## config.mk

```make
export PLATFORM = sky130hd
export DESIGN_NAME = spi_slave
export DESIGN_NICKNAME = d
export VERILOG_FILES = /design/src/rtl/spi_slave.sv
export SDC_FILE = /design/constraint.sdc
export NUM_CORES = 1
export LEC_CHECK = 0
export BUFFER_PORTS_ARGS = -buffer_cell sky130_fd_sc_hd__buf_2
export CAP_MARGIN = 5
export CORE_AREA = 2 2 67 69
export DETAILED_ROUTE_END_ITERATION = 8
export DIE_AREA = 0 0 69 71
export GPL_ROUTABILITY_DRIVEN = 0
export HOLD_SLACK_MARGIN = 0.1
export MAX_ROUTING_LAYER = met4
export PLACE_DENSITY = 0.81
export SLEW_MARGIN = 25
export SYNTH_ARGS = -nofsm -noshare
export SYNTH_HDL_FRONTEND = slang
export SYNTH_SLANG_ARGS = --single-unit
```

## constraint.sdc

```tcl
create_clock -name clk -period 2.35 [get_ports clk]
set_input_delay 0.47 -clock clk [delete_from_list [all_inputs] [get_ports clk]]
set_output_delay 0.47 -clock clk [all_outputs]
set_load 0.01 [all_outputs]
```

## src/rtl/spi_slave.sv

```systemverilog
// spi_slave: mode-0 MSB-first SPI subordinate with oversampled SCK/CS/MOSI and a one-word tx buffer.
// Define SPI_SLAVE_MISO_TRISTATE_EN to release MISO ('z) outside of an active frame.
module spi_slave #(
    parameter int DATA_W      = 8,
    parameter int SYNC_STAGES = 2
) (
    input  logic              clk,
    input  logic              reset,
    input  logic              SCK,
    input  logic              CS,
    input  logic              MOSI,
    output logic              MISO,
    input  logic [DATA_W-1:0] tx_data,
    input  logic              tx_valid,
    output logic              tx_ready,
    output logic [DATA_W-1:0] rx_data,
    output logic              rx_valid,
    output logic              busy,
    output logic              tx_underrun
);
    localparam int CW = $clog2(DATA_W);

    typedef enum logic {IDLE, SHIFT} state_t;

    state_t                 state_q, state_d;
    logic [SYNC_STAGES-1:0] sck_sync, cs_sync, mosi_sync;
    logic                   sck_hist, cs_hist;
    logic                   sck_s, cs_s, mosi_s;
    logic                   sck_rise, sck_fall, cs_rise, cs_fall;
    logic [DATA_W-1:0]      tx_shift, rx_shift, buf_data, rx_next;
    logic [CW-1:0]          bit_cnt;
    logic                   buf_full, word_done, last_bit, accept;
    logic                   load, shift_tx, sample, abort;

    assign sck_s    = sck_sync[SYNC_STAGES-1];
    assign cs_s     = cs_sync[SYNC_STAGES-1];
    assign mosi_s   = mosi_sync[SYNC_STAGES-1];
    assign sck_rise = sck_s & ~sck_hist;
    assign sck_fall = ~sck_s & sck_hist;
    assign cs_rise  = cs_s & ~cs_hist;
    assign cs_fall  = ~cs_s & cs_hist;
    assign tx_ready = ~buf_full;
    assign accept   = tx_valid & ~buf_full;
    assign last_bit = bit_cnt == CW'(DATA_W - 1);
    assign rx_next  = {rx_shift[DATA_W-2:0], mosi_s};

`ifdef SPI_SLAVE_MISO_TRISTATE_EN
    assign MISO = (state_q == SHIFT) ? tx_shift[DATA_W-1] : 1'bz;
`else
    assign MISO = (state_q == SHIFT) ? tx_shift[DATA_W-1] : 1'b0;
`endif

    always_ff @(posedge clk or posedge reset) begin
        if (reset) begin
            sck_sync  <= '0;
            cs_sync   <= '1;
            mosi_sync <= '0;
            sck_hist  <= 1'b0;
            cs_hist   <= 1'b1;
        end else begin
            sck_sync  <= {sck_sync[SYNC_STAGES-2:0], SCK};
            cs_sync   <= {cs_sync[SYNC_STAGES-2:0], CS};
            mosi_sync <= {mosi_sync[SYNC_STAGES-2:0], MOSI};
            sck_hist  <= sck_s;
            cs_hist   <= cs_s;
        end
    end

    always_ff @(posedge clk or posedge reset) begin
        if (reset) state_q <= IDLE;
        else       state_q <= state_d;
    end

    // A falling edge right after a completed word starts the next word instead of shifting.
    always_comb begin
        state_d  = state_q;
        load     = 1'b0;
        shift_tx = 1'b0;
        sample   = 1'b0;
        abort    = 1'b0;
        case (state_q)
            IDLE: begin
                load    = cs_fall;
                state_d = cs_fall ? SHIFT : IDLE;
            end
            SHIFT: begin
                abort    = cs_rise;
                state_d  = cs_rise ? IDLE : SHIFT;
                sample   = ~cs_rise & sck_rise;
                load     = ~cs_rise & sck_fall & word_done;
                shift_tx = ~cs_rise & sck_fall & ~word_done;
            end
            default: state_d = IDLE;
        endcase
    end

    always_ff @(posedge clk or posedge reset) begin
        if (reset) begin
            tx_shift    <= '0;
            rx_shift    <= '0;
            buf_data    <= '0;
            buf_full    <= 1'b0;
            bit_cnt     <= '0;
            word_done   <= 1'b0;
            rx_data     <= '0;
            rx_valid    <= 1'b0;
            tx_underrun <= 1'b0;
            busy        <= 1'b0;
        end else begin
            rx_valid    <= 1'b0;
            tx_underrun <= 1'b0;
            busy        <= ~cs_s;
            buf_full    <= accept | (buf_full & ~load);
            if (accept) buf_data <= tx_data;
            if (load) begin
                tx_shift    <= buf_full ? buf_data : '0;
                tx_underrun <= ~buf_full;
            end else if (shift_tx) begin
                tx_shift <= {tx_shift[DATA_W-2:0], 1'b0};
            end
            if (sample) begin
                rx_shift  <= rx_next;
                bit_cnt   <= last_bit ? '0 : bit_cnt + CW'(1);
                word_done <= last_bit;
                if (last_bit) begin
                    rx_data  <= rx_next;
                    rx_valid <= 1'b1;
                end
            end
            if (load | abort) word_done <= 1'b0;
            if (abort) bit_cnt <= '0;
        end
    end
endmodule
```

# After elaboration in Yosys (flattened, before gate mapping)
# Cells that the tools add are included.
totals:
  register_bits: 48
  inputBits: 14
classes:
  add_sub_neg: 1
  eq_ne: 1
  mux: 19
  bitwise_logic: 21
  reduce_logical: 4
op_table:
  columns: ["operator", "count"]
  rows:
  - ["$mux 8", 3]
  - ["$mux 1", 11]
  - ["$and 1x1->1", 10]
  - ["$mux 3", 3]
  - ["$not 1->1", 9]
  - ["$reduce_bool 2->1", 3]
  - ["$pmux 1 s2", 2]
  - ["$add 3x1->3 const B", 1]
  - ["$eq 3x3->1 const B", 1]
  - ["$or 1x1->1", 2]
  - ["$reduce_and 2->1", 1]

# Longest topological paths before layout
logic_depth:
  ltp_word: 9
  ltp_mapped: 5
  mapped_depth_nobuf: 4

# Worst setup path after synthesis
# OpenSTA, ideal clock, no wires.
synth_timing:
  kind: "register -> output"
  startpoint: "register state_q"
  endpoint: "output port MISO"
  arrival_time_ps: 930
  t_required_ps: 1880
  path_slack_ps: 950
  path_stages_with_launch: 4
  path_cell_list: "dfrtp_1 > buf_6 > clkbuf_1 > and2_1"
synth_between:
  elab_chain_len: 1
synth_lines:
  columns: ["element", "line", "source"]
  rows:
  - ["start: declaration", "25", "state_t state_q, state_d;"]
  - ["start signal: assignment", "71", "else state_q <= state_d;"]
  - ["$mux 1", "50", "assign MISO = (state_q == SHIFT) ? tx_shift[DATA_W-1] : 1'b0;"]
  - ["end: declaration", "12", "output logic MISO,"]
# No other way between the ends.

# Final worst setup path
# Ends and elaborated chain as after synthesis.

==> flow_summary.toml <==
[die]
die_area_mm2 = 0.00490
start_util_pct = 49.5
num_rows = 24
die_x_um = 69
die_h_um = 71
ios = 27
coreArea_mm2 = 0.00420

[synthesis]
synthSimpleGateAreaFrac_pct = 8.78
ys.flop_type = "dfrtp_1"
async_flop_share_pct = 100
avgSynthCellArea_um2 = 14.7
synth_top_area_share_pct = 54.1
syn_inst = 142
synth_edf_count = 0
synth-compound-area-share_pct = 14.8
synth_mux_area_share_pct = 13.0
syn_area_mm2 = 0.00208
yosysWarnings = 0
synth.most_common_cell = "dfrtp_1"
yosysSeqAreaShare_pct = 57.9
yosysTopAreaCell = "dfrtp_1"
synth_seq_cells = 48
syn_nets = 158
synthAdderAreaFrac_pct = 1.68
synth.distinct_cells = 34
synth_xor_xnor_area_share_pct = 0
ys_top_cells_by_count = "dfrtp_1, mux2_2, a2bb2oi_2, a41o_1, nand2b_1"
synth_top_family_by_area = "compound AO/OA/AOI/OAI gates"
synthTopCellsByArea = "dfrtp_1, mux2_2, a2bb2oi_2, dfstp_2, a41o_1"

[setup_path]
cp.arrival_ps = 1380
crit_type = "reg2out"
crit_chain = "buf_4 > and2_1 > buf_2"
cp_slowest_stage_delay_ps = 550
cp_max_fo = 12
startpoint_type = "flip-flop"
critPathRequiredTime_ps = 1880
cp-end-kind = "output pin"
cpMaxStageDelayCell = "dfrtp_1"
reg2regPathDepth = 2

[final_layout]
final_nets = 184
fin_util_pct = 56.3
nFillCells = 339
register_area_mm2 = 0.00120
multi_input_area_um2 = 796
antenna_cells = 0
drive_above_1_share_pct = 45.0
area_growth_pct = 13.8
fin_cells = 221
stdcell_area_mm2 = 0.00237

[sta]
finalHoldViolations = 0
final.min_clock_period_ps = 1850
grt_setup_unrepaired = "no"
worst_slew_pin_slew_ps = 763
relSlewSlack_pct = 49.0
period_share_pct = 78.9
tns_ps = 0
fmax_mhz = 539
fin_skew_ps = 7.79
setup_violations = 0
maxSlewViolCount = 0

[job]
max_cap_violations = 0

[grt]
grt_max_degree = 36
overflow = 0
antenna_found_initial = 0
grt_usage_pct = 17.3
first_global_vias = 1333
grt_pass1_wl_mm = 6.51

[clock_tree]
cts_inserted_buffers = 5
clock_tree.buffer_depth = 2
cts_hold_buf = 0
cts_tree = "built"
cts-root-buf = "clkbuf_8"
clock-sinks = 48
cts_resized = 0
clkTransAtPathRegs_ps = 90
cts_setup_buffers = 0
clk_latency_ps = 300
htree_num_levels = 2

[pwr]
combPwrFrac_pct = 18.9
power_density_mw_per_mm2 = 987
power_switching_mw = 0.623
p_sw_share_pct = 26.6
peakVddDrop_uv = 714
power_frac_seq_pct = 51.4
intPower_mw = 1.72
clkPwrFrac_pct = 29.8
power_leakage_nw = 1.16

[drt]
post_drt_wl_per_cell_um = 16.4
ant_nets = 0
drt_iter0_drc = 24
vias_per_cell = 5.61
vias = 1239
finalWirelength_mm = 3.63
first_pass_iters = 4
drc = 0

[placed_design]
post_dp_cell_area_mm2 = 0.00223
dp_hpwl_mm = 2.58
portBuffers = 26
dp.cells = 213

[worst_hold_path]
hp-class = "in2async"

[outcome]
status = "finished, final reports clean"
## registers in the layout, summed over array words and instances, names as in the netlist, 2 cells and up
signal	cells
mosi_sync	2
rx_shift	7
cs_sync	2
buf_data	8
rx_data	8
bit_cnt	3
tx_shift	8
sck_sync	2
## logic make-up after synthesis
kind of cell             Yosys count
AO/OA/AOI/OAI                     29
adder cells (fa/ha/maj)            3
buffers and inverters             14
flip-flops                        48
multiplexers                      23
AND/OR/NAND/NOR                   25
## power groups by stage
stage,clock network [mW],registers [mW],logic (mW)
finish,0.696,1.20,0.441
global route,0.752,1.23,0.488
CTS,0.715,1.20,0.447
detailed placement,0,1.21,0.442
global placement,0,1.19,0.409
floorplan,0,1.13,0.400
## cell type report
type | count | area share (%)
Sequential cell | 48 | 50.9
Multi-Input combinational cell | 80 | 33.6
Timing Repair Buffer | 28 | 6.13
Clock buffer | 5 | 2.91
Clock inverter | 3 | 2.91
Tap cell | 52 | 2.75
Inverter | 5 | 0.845
## metal layers
layer | share of wire [%] | global-route usage (%) | vias to the layer above
met1 | 44 | 21.5 | 633
met4 | 2.0 | 6.32 | 0
met5 | 0 | - | -
met2 | 51 | 27.4 | 26
li1 | - | - | 573
met3 | 3.3 | 4.70 | 7
## placed cells by master (no fill, tap or decap), types with 2 or more instances in the layout
cell | synthesis | routed
bufinv_16 | 0 | 2
buf_2 | 4 | 26
ha_1 | 2 | 2
mux2_4 | 3 | 3
dfstp_2 | 3 | 3
a41o_1 | 7 | 7
mux2_2 | 20 | 20
nand2_1 | 4 | 4
inv_1 | 5 | 4
nor2b_1 | 2 | 2
o21ai_0 | 2 | 2
nand4_1 | 2 | 2
a2bb2oi_2 | 7 | 7
nand2b_1 | 7 | 7
buf_4 | 0 | 2
clkbuf_8 | 0 | 5
o211ai_1 | 6 | 6
o22ai_1 | 2 | 2
dfrtp_1 | 45 | 45
## critical path, delay by kind of cell, from the launching register on
family | cells | cell delay [ps]
flip-flops | 1 | 550
buffers and inverters | 2 | 390
AND/OR/NAND/NOR | 1 | 150
## through the flow
step | hold WS [ps] | setup slack (ps) | power [mW]
after floorplan | 331 | 740 | 1.53
after global placement | 333 | 763 | 1.60
after detailed placement | 346 | 662 | 1.66
after CTS | 201 | 479 | 2.36
after global routing | 239 | 431 | 2.47
final | 202 | 496 | 2.34
## worst paths after layout
path / endpoint / startpoint / slack [ps]
worst max-delay path: MISO / state_q / 500
worst min-delay path: rx_data[0] / reset / 200
worst max register to register: buf_data[1] / buf_full / 650
worst min register to register: cs_sync[1] / cs_sync[0] / 360
max in group asynchronous: tx_shift[1] / reset / 1540
min in group clk: cs_sync[0] / CS / 260
Note: power is estimated with default switching activity, not from simulation.
